File: config.mk
export PLATFORM = sky130hd
export DESIGN_NAME = cmd_stream_initiator_flat
export DESIGN_NICKNAME = d
export VERILOG_FILES = /design/src/rtl/cmd_stream_initiator_if.sv /design/src/rtl/cmd_stream_initiator.sv /design/src/flat_wrapper.sv
export SDC_FILE = /design/constraint.sdc
export NUM_CORES = 1
export LEC_CHECK = 0
export ABC_AREA = 1
export BUFFER_PORTS_ARGS = -buffer_cell sky130_fd_sc_hd__buf_2
export CORE_UTILIZATION = 55
export CTS_CLUSTER_DIAMETER = 100
export CTS_CLUSTER_SIZE = 20
export DETAILED_ROUTE_END_ITERATION = 16
export GPL_TIMING_DRIVEN = 0
export HOLD_SLACK_MARGIN = 0.08
export PLACE_DENSITY_LB_ADDON = 0.12
export REMOVE_ABC_BUFFERS = 1
export SETUP_SLACK_MARGIN = 0.5
export SYNTH_ARGS = -nofsm -noshare
export SYNTH_HDL_FRONTEND = slang
export SYNTH_SLANG_ARGS = --single-unit
File: constraint.sdc
create_clock -name clk -period 2 [get_ports clk]
set_input_delay 0.2 -clock clk [delete_from_list [all_inputs] [get_ports clk]]
set_output_delay 0.2 -clock clk [all_outputs]
set_load 0.005 [all_outputs]
File: src/rtl/cmd_stream_initiator_if.sv
// -----------------------------------------------------------------------------
// cmd_stream_initiator_if
//
// Bundles every handshake/bus signal of cmd_stream_initiator so the block can be
// dropped next to a sequencer, a command_processor and a response sink with a
// single connection. Signal names match the original flat port list.
//
//   Command side   : cmd_valid, cmd_ready, cmd_data[63:0], cmd_expect
//   Byte stream    : m_tvalid, m_tready, m_tdata[7:0]          (to command_processor)
//   Response in    : s_tvalid, s_tready, s_tdata[31:0], s_tkeep[3:0], s_tlast
//   Response out   : rsp_valid, rsp_ready, rsp_data[31:0], rsp_keep[3:0], rsp_last
//   Status         : busy, timeout, word_count[15:0]
//
// modport master : the initiator itself.
// modport slave  : the environment around it (sequencer, processor, sink).
// -----------------------------------------------------------------------------
interface cmd_stream_initiator_if;
    logic        cmd_valid;
    logic        cmd_ready;
    logic [63:0] cmd_data;
    logic        cmd_expect;

    logic        m_tvalid;
    logic        m_tready;
    logic [7:0]  m_tdata;

    logic        s_tvalid;
    logic        s_tready;
    logic [31:0] s_tdata;
    logic [3:0]  s_tkeep;
    logic        s_tlast;

    logic        rsp_valid;
    logic        rsp_ready;
    logic [31:0] rsp_data;
    logic [3:0]  rsp_keep;
    logic        rsp_last;

    logic        busy;
    logic        timeout;
    logic [15:0] word_count;

    modport master (
        input  cmd_valid, cmd_data, cmd_expect,
        input  m_tready,
        input  s_tvalid, s_tdata, s_tkeep, s_tlast,
        input  rsp_ready,
        output cmd_ready,
        output m_tvalid, m_tdata,
        output s_tready,
        output rsp_valid, rsp_data, rsp_keep, rsp_last,
        output busy, timeout, word_count
    );

    modport slave (
        output cmd_valid, cmd_data, cmd_expect,
        output m_tready,
        output s_tvalid, s_tdata, s_tkeep, s_tlast,
        output rsp_ready,
        input  cmd_ready,
        input  m_tvalid, m_tdata,
        input  s_tready,
        input  rsp_valid, rsp_data, rsp_keep, rsp_last,
        input  busy, timeout, word_count
    );
endinterface

File: src/rtl/cmd_stream_initiator.sv
// -----------------------------------------------------------------------------
// cmd_stream_initiator
//
// Takes a 64-bit command word, sends it as eight bytes (byte 0 = opcode first)
// on an 8-bit stream master, then optionally collects the 32-bit response
// stream and forwards each word through a one-entry registered output port.
//
// Ports:
//   clk  - system clock
//   rst  - synchronous, active-high reset
//   bus  - cmd_stream_initiator_if.master (command, byte stream, response
//          stream in/out, busy/timeout/word_count status)
//
// Parameters:
//   TIMEOUT_CYCLES - idle cycles tolerated on either stream before the command
//                    is aborted with a one-cycle timeout pulse (2..2^24-1).
// -----------------------------------------------------------------------------
module cmd_stream_initiator #(
    parameter logic [23:0] TIMEOUT_CYCLES = 24'd1000000
) (
    input logic                    clk,
    input logic                    rst,
    cmd_stream_initiator_if.master bus
);

    typedef enum logic [1:0] {
        IDLE,
        SEND,
        RECV
    } state_t;

    // Abort fires on the idle cycle whose increment would bring the counter to
    // TIMEOUT_CYCLES-1.
    localparam logic [23:0] TMO_FIRE = TIMEOUT_CYCLES - 24'd2;

    state_t      state_q;
    logic [63:0] cmd_q;
    logic        expect_q;
    logic [2:0]  byte_idx_q;
    logic [23:0] tmo_cnt_q;
    logic [15:0] word_count_q;

    logic        cmd_ready_q;
    logic        m_tvalid_q;
    logic        busy_q;
    logic        timeout_q;

    logic        rsp_valid_q;
    logic [31:0] rsp_data_q;
    logic [3:0]  rsp_keep_q;
    logic        rsp_last_q;

    logic        s_tready_c;
    logic        byte_fire;
    logic        word_fire;
    logic        tmo_hit;

    // Response input is open whenever the output register is empty or is being
    // drained this same cycle.
    assign s_tready_c = (state_q == RECV) && (!rsp_valid_q || bus.rsp_ready);
    assign byte_fire  = m_tvalid_q && bus.m_tready;
    assign word_fire  = bus.s_tvalid && s_tready_c;
    assign tmo_hit    = (tmo_cnt_q == TMO_FIRE);

    always_ff @(posedge clk) begin
        if (rst) begin
            state_q      <= IDLE;
            cmd_q        <= '0;
            expect_q     <= 1'b0;
            byte_idx_q   <= '0;
            tmo_cnt_q    <= '0;
            word_count_q <= '0;
            cmd_ready_q  <= 1'b0;
            m_tvalid_q   <= 1'b0;
            busy_q       <= 1'b0;
            timeout_q    <= 1'b0;
            rsp_valid_q  <= 1'b0;
            rsp_data_q   <= '0;
            rsp_keep_q   <= '0;
            rsp_last_q   <= 1'b0;
        end else begin
            timeout_q <= 1'b0;

            // Output register runs independently of the FSM so a word still
            // held after returning to IDLE drains normally.
            if (word_fire) begin
                rsp_valid_q <= 1'b1;
                rsp_data_q  <= bus.s_tdata;
                rsp_keep_q  <= bus.s_tkeep;
                rsp_last_q  <= bus.s_tlast;
            end else if (bus.rsp_ready) begin
                rsp_valid_q <= 1'b0;
            end

            case (state_q)
                IDLE: begin
                    if (bus.cmd_valid && cmd_ready_q) begin
                        cmd_q        <= bus.cmd_data;
                        expect_q     <= bus.cmd_expect;
                        byte_idx_q   <= '0;
                        word_count_q <= '0;
                        tmo_cnt_q    <= '0;
                        state_q      <= SEND;
                        cmd_ready_q  <= 1'b0;
                        m_tvalid_q   <= 1'b1;
                        busy_q       <= 1'b1;
                    end else begin
                        cmd_ready_q <= 1'b1;
                    end
                end

                SEND: begin
                    if (byte_fire) begin
                        // cmd_q is a shift register: the byte on the wire is
                        // always cmd_q[7:0], so it cannot change until taken.
                        cmd_q      <= {8'h00, cmd_q[63:8]};
                        byte_idx_q <= byte_idx_q + 3'd1;
                        tmo_cnt_q  <= '0;
                        if (byte_idx_q == 3'd7) begin
                            m_tvalid_q <= 1'b0;
                            if (expect_q) begin
                                state_q <= RECV;
                            end else begin
                                state_q     <= IDLE;
                                cmd_ready_q <= 1'b1;
                                busy_q      <= 1'b0;
                            end
                        end
                    end else if (tmo_hit) begin
                        state_q     <= IDLE;
                        cmd_q       <= '0;
                        byte_idx_q  <= '0;
                        tmo_cnt_q   <= '0;
                        m_tvalid_q  <= 1'b0;
                        cmd_ready_q <= 1'b1;
                        busy_q      <= 1'b0;
                        timeout_q   <= 1'b1;
                    end else begin
                        tmo_cnt_q <= tmo_cnt_q + 24'd1;
                    end
                end

                RECV: begin
                    if (word_fire) begin
                        tmo_cnt_q <= '0;
                        if ((bus.s_tkeep != 4'b0000) && (word_count_q != 16'hFFFF)) begin
                            word_count_q <= word_count_q + 16'd1;
                        end
                        if (bus.s_tlast) begin
                            state_q     <= IDLE;
                            cmd_ready_q <= 1'b1;
                            busy_q      <= 1'b0;
                        end
                    end else if (tmo_hit) begin
                        state_q     <= IDLE;
                        tmo_cnt_q   <= '0;
                        cmd_ready_q <= 1'b1;
                        busy_q      <= 1'b0;
                        timeout_q   <= 1'b1;
                    end else begin
                        tmo_cnt_q <= tmo_cnt_q + 24'd1;
                    end
                end

                default: begin
                    state_q     <= IDLE;
                    m_tvalid_q  <= 1'b0;
                    cmd_ready_q <= 1'b0;
                    busy_q      <= 1'b0;
                end
            endcase
        end
    end

    assign bus.cmd_ready  = cmd_ready_q;
    assign bus.m_tvalid   = m_tvalid_q;
    assign bus.m_tdata    = cmd_q[7:0];
    assign bus.s_tready   = s_tready_c;
    assign bus.rsp_valid  = rsp_valid_q;
    assign bus.rsp_data   = rsp_data_q;
    assign bus.rsp_keep   = rsp_keep_q;
    assign bus.rsp_last   = rsp_last_q;
    assign bus.busy       = busy_q;
    assign bus.timeout    = timeout_q;
    assign bus.word_count = word_count_q;

endmodule

File: src/flat_wrapper.sv
// flat-port wrapper written by rule: the top's interface ports become plain ports
module cmd_stream_initiator_flat 
#(
    parameter logic [23:0] TIMEOUT_CYCLES = 24'd1000000
)
  (clk, rst, bus_cmd_valid, bus_cmd_data, bus_cmd_expect, bus_m_tready, bus_s_tvalid, bus_s_tdata, bus_s_tkeep, bus_s_tlast, bus_rsp_ready, bus_cmd_ready, bus_m_tvalid, bus_m_tdata, bus_s_tready, bus_rsp_valid, bus_rsp_data, bus_rsp_keep, bus_rsp_last, bus_busy, bus_timeout, bus_word_count);
  cmd_stream_initiator_if bus_i ();
  input logic clk;
  input logic rst;
  input wire logic [$bits(bus_i.cmd_valid)-1:0] bus_cmd_valid;
  input wire logic [$bits(bus_i.cmd_data)-1:0] bus_cmd_data;
  input wire logic [$bits(bus_i.cmd_expect)-1:0] bus_cmd_expect;
  input wire logic [$bits(bus_i.m_tready)-1:0] bus_m_tready;
  input wire logic [$bits(bus_i.s_tvalid)-1:0] bus_s_tvalid;
  input wire logic [$bits(bus_i.s_tdata)-1:0] bus_s_tdata;
  input wire logic [$bits(bus_i.s_tkeep)-1:0] bus_s_tkeep;
  input wire logic [$bits(bus_i.s_tlast)-1:0] bus_s_tlast;
  input wire logic [$bits(bus_i.rsp_ready)-1:0] bus_rsp_ready;
  output wire logic [$bits(bus_i.cmd_ready)-1:0] bus_cmd_ready;
  output wire logic [$bits(bus_i.m_tvalid)-1:0] bus_m_tvalid;
  output wire logic [$bits(bus_i.m_tdata)-1:0] bus_m_tdata;
  output wire logic [$bits(bus_i.s_tready)-1:0] bus_s_tready;
  output wire logic [$bits(bus_i.rsp_valid)-1:0] bus_rsp_valid;
  output wire logic [$bits(bus_i.rsp_data)-1:0] bus_rsp_data;
  output wire logic [$bits(bus_i.rsp_keep)-1:0] bus_rsp_keep;
  output wire logic [$bits(bus_i.rsp_last)-1:0] bus_rsp_last;
  output wire logic [$bits(bus_i.busy)-1:0] bus_busy;
  output wire logic [$bits(bus_i.timeout)-1:0] bus_timeout;
  output wire logic [$bits(bus_i.word_count)-1:0] bus_word_count;
  assign bus_i.cmd_valid = bus_cmd_valid;
  assign bus_i.cmd_data = bus_cmd_data;
  assign bus_i.cmd_expect = bus_cmd_expect;
  assign bus_i.m_tready = bus_m_tready;
  assign bus_i.s_tvalid = bus_s_tvalid;
  assign bus_i.s_tdata = bus_s_tdata;
  assign bus_i.s_tkeep = bus_s_tkeep;
  assign bus_i.s_tlast = bus_s_tlast;
  assign bus_i.rsp_ready = bus_rsp_ready;
  assign bus_cmd_ready = bus_i.cmd_ready;
  assign bus_m_tvalid = bus_i.m_tvalid;
  assign bus_m_tdata = bus_i.m_tdata;
  assign bus_s_tready = bus_i.s_tready;
  assign bus_rsp_valid = bus_i.rsp_valid;
  assign bus_rsp_data = bus_i.rsp_data;
  assign bus_rsp_keep = bus_i.rsp_keep;
  assign bus_rsp_last = bus_i.rsp_last;
  assign bus_busy = bus_i.busy;
  assign bus_timeout = bus_i.timeout;
  assign bus_word_count = bus_i.word_count;
  cmd_stream_initiator #(.TIMEOUT_CYCLES(TIMEOUT_CYCLES)) u_core (.clk(clk), .rst(rst), .bus(bus_i));
endmodule
==> results of run 1 <==
## repair_timing
| item | in CTS |
|---|---|
| hold buffers | 37 |
| resized for setup | 186 |
| endpoints found under the setup margin | 153 |
| gates cloned | 33 |
| buffers inserted | 79 |
| endpoints found under the hold margin | 37 |
| pin swaps | 55 |
## per-layer routing
metal / global-route usage / GRT overflow
met1: 0.726 / 0
met2: 0.910 / 0
met3: 0.502 / 0
met4: 0.688 / 5
met5: 0.0486 / 0
## synthesized netlist by cell type, types with 2 or more instances
master	count
nand2_1	344
inv_1	178
nor2_1	163
dfxtp_1	152
nand4_1	74
a21oi_1	61
a22oi_1	56
nand3_1	37
clkbuf_1	29
buf_2	18
buf_1	15
inv_2	14
buf_4	10
o21ai_0	10
ha_1	9
nor3_1	8
xor2_1	7
nor2_2	6
o21bai_1	4
buf_6	3
nand2_2	3
nor4_1	2
o21ai_1	2
or2_2	2
## cells by family after synthesis
logic type / Yosys count
AO/OA/AOI/OAI: 137
XOR/XNOR: 8
adder cells (fa/ha/maj): 9
buffers and inverters: 268
flip-flops: 152
AND/OR/NAND/NOR: 646
## stage by stage
stage               setup slack (ns)  cell area [um^2]
floorplan                      -1.75              7540
global placement               -3.80              8640
CTS                            0.333             11700
detailed placement             -1.62              8720
==> impl_metrics.toml, run 1 <==
[synth]
synth_compound_area_frac = 0.107
synth_xor_area_frac = 0.00886
synth_area_per_cell_um2 = 6.48
synth_top_area_share = 0.385
synth.distinct_cells = 37
async_flop_share = 0
syn-cell-area_mm2 = 0.00791
syn_inst = 1220
synth_top_family_by_area = "simple AND/OR/NAND/NOR gates"
seq_area_frac_synth = 0.385
synth_enable_flop_cells = 0
yosys_warnings = 0
yosys_most_used_dff = "dfxtp_1"
synth_top_cell_by_area = "dfxtp_1"
synth-adder-area-share = 0.0142
ys_ff_latch = 152
synthMuxAreaShare = 0
yosys.area_share.simple = 0.347
synth.area.top_cells = "dfxtp_1 (38%), nand2_1 (16%), inv_1 (8.4%)"

[floorplan]
rows = 43
die-height_um = 122
ios = 175
start_util = 0.568
fp.dieW_um = 122

[cts]
cts_inserted_buffers = 17
cts_root_buf = "clkbuf_16"
clockBufferDepth = 2
htree_levels = 4
numClockSinks = 152

[global_route]
grt.overflow.total = 5
grt_max_degree = 54
gr-usage-all-layers = 0.706

[placed_design]
dp_hpwl_mm = 12.1
gp_congestion = 0.881
port_buffers = 174
dp_cells = 1502

[run_status]
firstError = "[ERROR GRT-0232] Routing congestion too high. Check the congestion heatmap in the GUI."
outcome = "did not finish"
stop_stage = "5_1_grt"

[sta]
worst_endpoint = "u_core.tmo_cnt_q[11]$_SDFFE_PP0P_/D"
endpoint_type = "register input"
==> run 2: changes to the inputs <==
--- a/config.mk
+++ b/config.mk
@@ -7,15 +7,11 @@
 export LEC_CHECK = 0
 export ABC_AREA = 1
 export BUFFER_PORTS_ARGS = -buffer_cell sky130_fd_sc_hd__buf_2
-export CORE_UTILIZATION = 55
-export CTS_CLUSTER_DIAMETER = 100
-export CTS_CLUSTER_SIZE = 20
+export CORE_UTILIZATION = 40
 export DETAILED_ROUTE_END_ITERATION = 16
 export GPL_TIMING_DRIVEN = 0
-export HOLD_SLACK_MARGIN = 0.08
-export PLACE_DENSITY_LB_ADDON = 0.12
+export PLACE_DENSITY_LB_ADDON = 0.15
 export REMOVE_ABC_BUFFERS = 1
-export SETUP_SLACK_MARGIN = 0.5
 export SYNTH_ARGS = -nofsm -noshare
 export SYNTH_HDL_FRONTEND = slang
 export SYNTH_SLANG_ARGS = --single-unit
==> impl_metrics.toml, run 2 <==
[routing]
vias = 8074
viasPerCell = 4.84
firstDrtPassIters = 5
detail-route-antenna-nets = 0
wl_mm = 24.1
wire_per_inst_um = 14.4
drc = 0
drt_iter0_drc = 380

[sta]
drv_slew = 0
tightest_slew_ns = 0.951
fmax_ghz = 0.522
finalCritPeriodShare = 0.957
fin_skew_ns = 0.0135
hold_viol = 0
setup_viol = 0
whs_ns = 0.0107
min_period_ns = 1.91
relSlewSlack = 0.366

[synth]
synth_top_area_share = 0.385
synth-adder-area-share = 0.0142
ys_ff_latch = 152
seq_area_frac_synth = 0.385
synth_enable_flop_cells = 0
yosys.area_share.simple = 0.347
synth_top_family_by_area = "simple AND/OR/NAND/NOR gates"
synth_compound_area_frac = 0.107
yosysMostFrequentCell = "nand2_1"
syn_inst = 1220
syn-cell-area_mm2 = 0.00791
yosys-top-cells-count = "nand2_1 (344), inv_1 (178), nor2_1 (163)"
yosys_most_used_dff = "dfxtp_1"
synth.area.top_cells = "dfxtp_1 (38%), nand2_1 (16%), inv_1 (8.4%)"
synth.distinct_cells = 37
yosys_warnings = 0
synth_top_cell_by_area = "dfxtp_1"
synthMuxAreaShare = 0
synth_xor_area_frac = 0.00886
synth_area_per_cell_um2 = 6.48
async_flop_share = 0

[cts]
clockBufferDepth = 2
clock_latency_ns = 0.43
htree_levels = 4
cts_tree = "built"
cts_root_buf = "clkbuf_16"
numClockSinks = 152
cts_inserted_buffers = 17
cts.clk_slew.worst_paths_ns = 0.07

[finish]
nNetsFinal = 1508
final_common_cell = "nand2_1"
regMostFlops = "u_core.cmd_q"
instances_no_fill = 1669
diodes = 0
drive_gt1_frac = 0.222
largest_reg_flops = 64
final_cell_area_mm2 = 0.0102
area_growth_pct = 29.4
multiInputGateArea_mm2 = 0.00405
fillers = 1973
final_cell_mix = "nand2_1 (339), inv_1 (173), buf_2 (173), nor2_1 (159), dfxtp_1 (147)"
fin_util = 0.527
seqCellArea_mm2 = 0.00306

[setup_path]
start_kind = "flip-flop"
critPathCaptureType = "flip-flop"
crit_fanout = 31
arrival_ns = 2.24
worstPathRequired_ns = 2.32
path_class = "reg2reg"

[global_route]
grt.overflow.total = 0
grt_pass1_vias = 7275
antenna_found_initial = 0
grt_first_pass_wirelength_mm = 36.7
gr-usage-all-layers = 0.231
grt_max_degree = 82

[placed_design]
gp_congestion = 0.843
dp_cells = 1587
port_buffers = 174
dp_hpwl_mm = 13.0
place_area_mm2 = 0.00885

[floorplan]
die-height_um = 143
coreArea_mm2 = 0.0194
start_util = 0.408
rows = 51
fp.dieArea_mm2 = 0.0203
ios = 175
fp.dieW_um = 143

[flow_run]
max_cap_viol_count = 0

[power]
leakage_nw = 4.78
p_per_area_mw_per_mm2 = 1050
vdd_ir_drop_max_mv = 0.755

[min_path]
hp-class = "in2reg"

[run_status]
outcome = "finished clean"
run 2: stage by stage:
stage	setup WS [ns]	TNS (ns)	total power, mW
4_1_cts	-0.0117	-0.0117	10.4
6_report	0.0853	0	10.7
3_5_place_dp	-1.40	-179.46	6.66
5_1_grt	-0.00821	-0.0121	11.4
2_1_floorplan	-1.75	-151.82	5.85
3_3_place_gp	-4.10	-402.19	6.63
run 2: power breakdown:
group	internal (mW)	total [mW]	switching [mW]	leakage (nW)
combinational	1.42	3.61	2.19	3.26
sequential	3.51	3.76	0.244	1.24
clock	1.88	3.34	1.47	0.278
total	6.81	10.7	3.90	4.78
run 2: area by class of cell:
class,instances,area share
clock buffers,18,0.0419
clock inverters,14,0.0161
inverters,193,0.0766
multi-input cells,807,0.396
flip-flops and latches,152,0.299
well taps,265,0.0324
repair buffers,218,0.137
repair inverters,2,0.00159
run 2: kinds of logic (layout without fill, tap and decap cells):
| logic type | after synthesis | count (layout) |
|---|---|---|
| AND/OR/NAND/NOR | 646 | 653 |
| XOR/XNOR | 8 | 8 |
| flip-flops | 152 | 152 |
| AO/OA/AOI/OAI | 137 | 137 |
| adder cells (fa/ha/maj) | 9 | 9 |
| buffers and inverters | 268 | 445 |
run 2: timing repair:
action,in CTS,in global routing
hold buffers,8,0
endpoints found under the setup margin,152,124
pin swaps,7,14
buffers inserted,17,12
gates resized for setup,38,32
hold endpoints to repair,8,0
gates cloned,8,5
run 2: layer usage:
layer	routed length, um	track usage
met1	10700	0.285
met2	11700	0.398
met3	1240	0.0443
met4	379	0.0821
met5	0	0
run 2: path summary, 6_finish.rpt:
path | from | end | slack (ns) | cells after the start
hold reg to reg | u_core.bus.rsp_data[0] | u_core.bus.rsp_data[0] | 0.46 | 2
hold / removal | bus_s_tdata[1] | u_core.bus.rsp_data[1] | 0.01 | 3
setup reg to reg | u_core.state_q[1] | u_core.cmd_q[42] | 0.09 | 10
setup / recovery | u_core.state_q[1] | u_core.cmd_q[42] | 0.09 | 10
run 2: critical path: stages, from the launching register on:
cell and delay, ns:
dfxtp_4 0.37, inv_2 0.09, ha_2 0.21, inv_4 0.05
a21oi_4 0.18, bufinv_16 0.25, nand3_4 0.24, buf_16 0.23
nand2_1 0.08, inv_1 0.06, nor2_1 0.04
(Power assumes the default switching activity.)
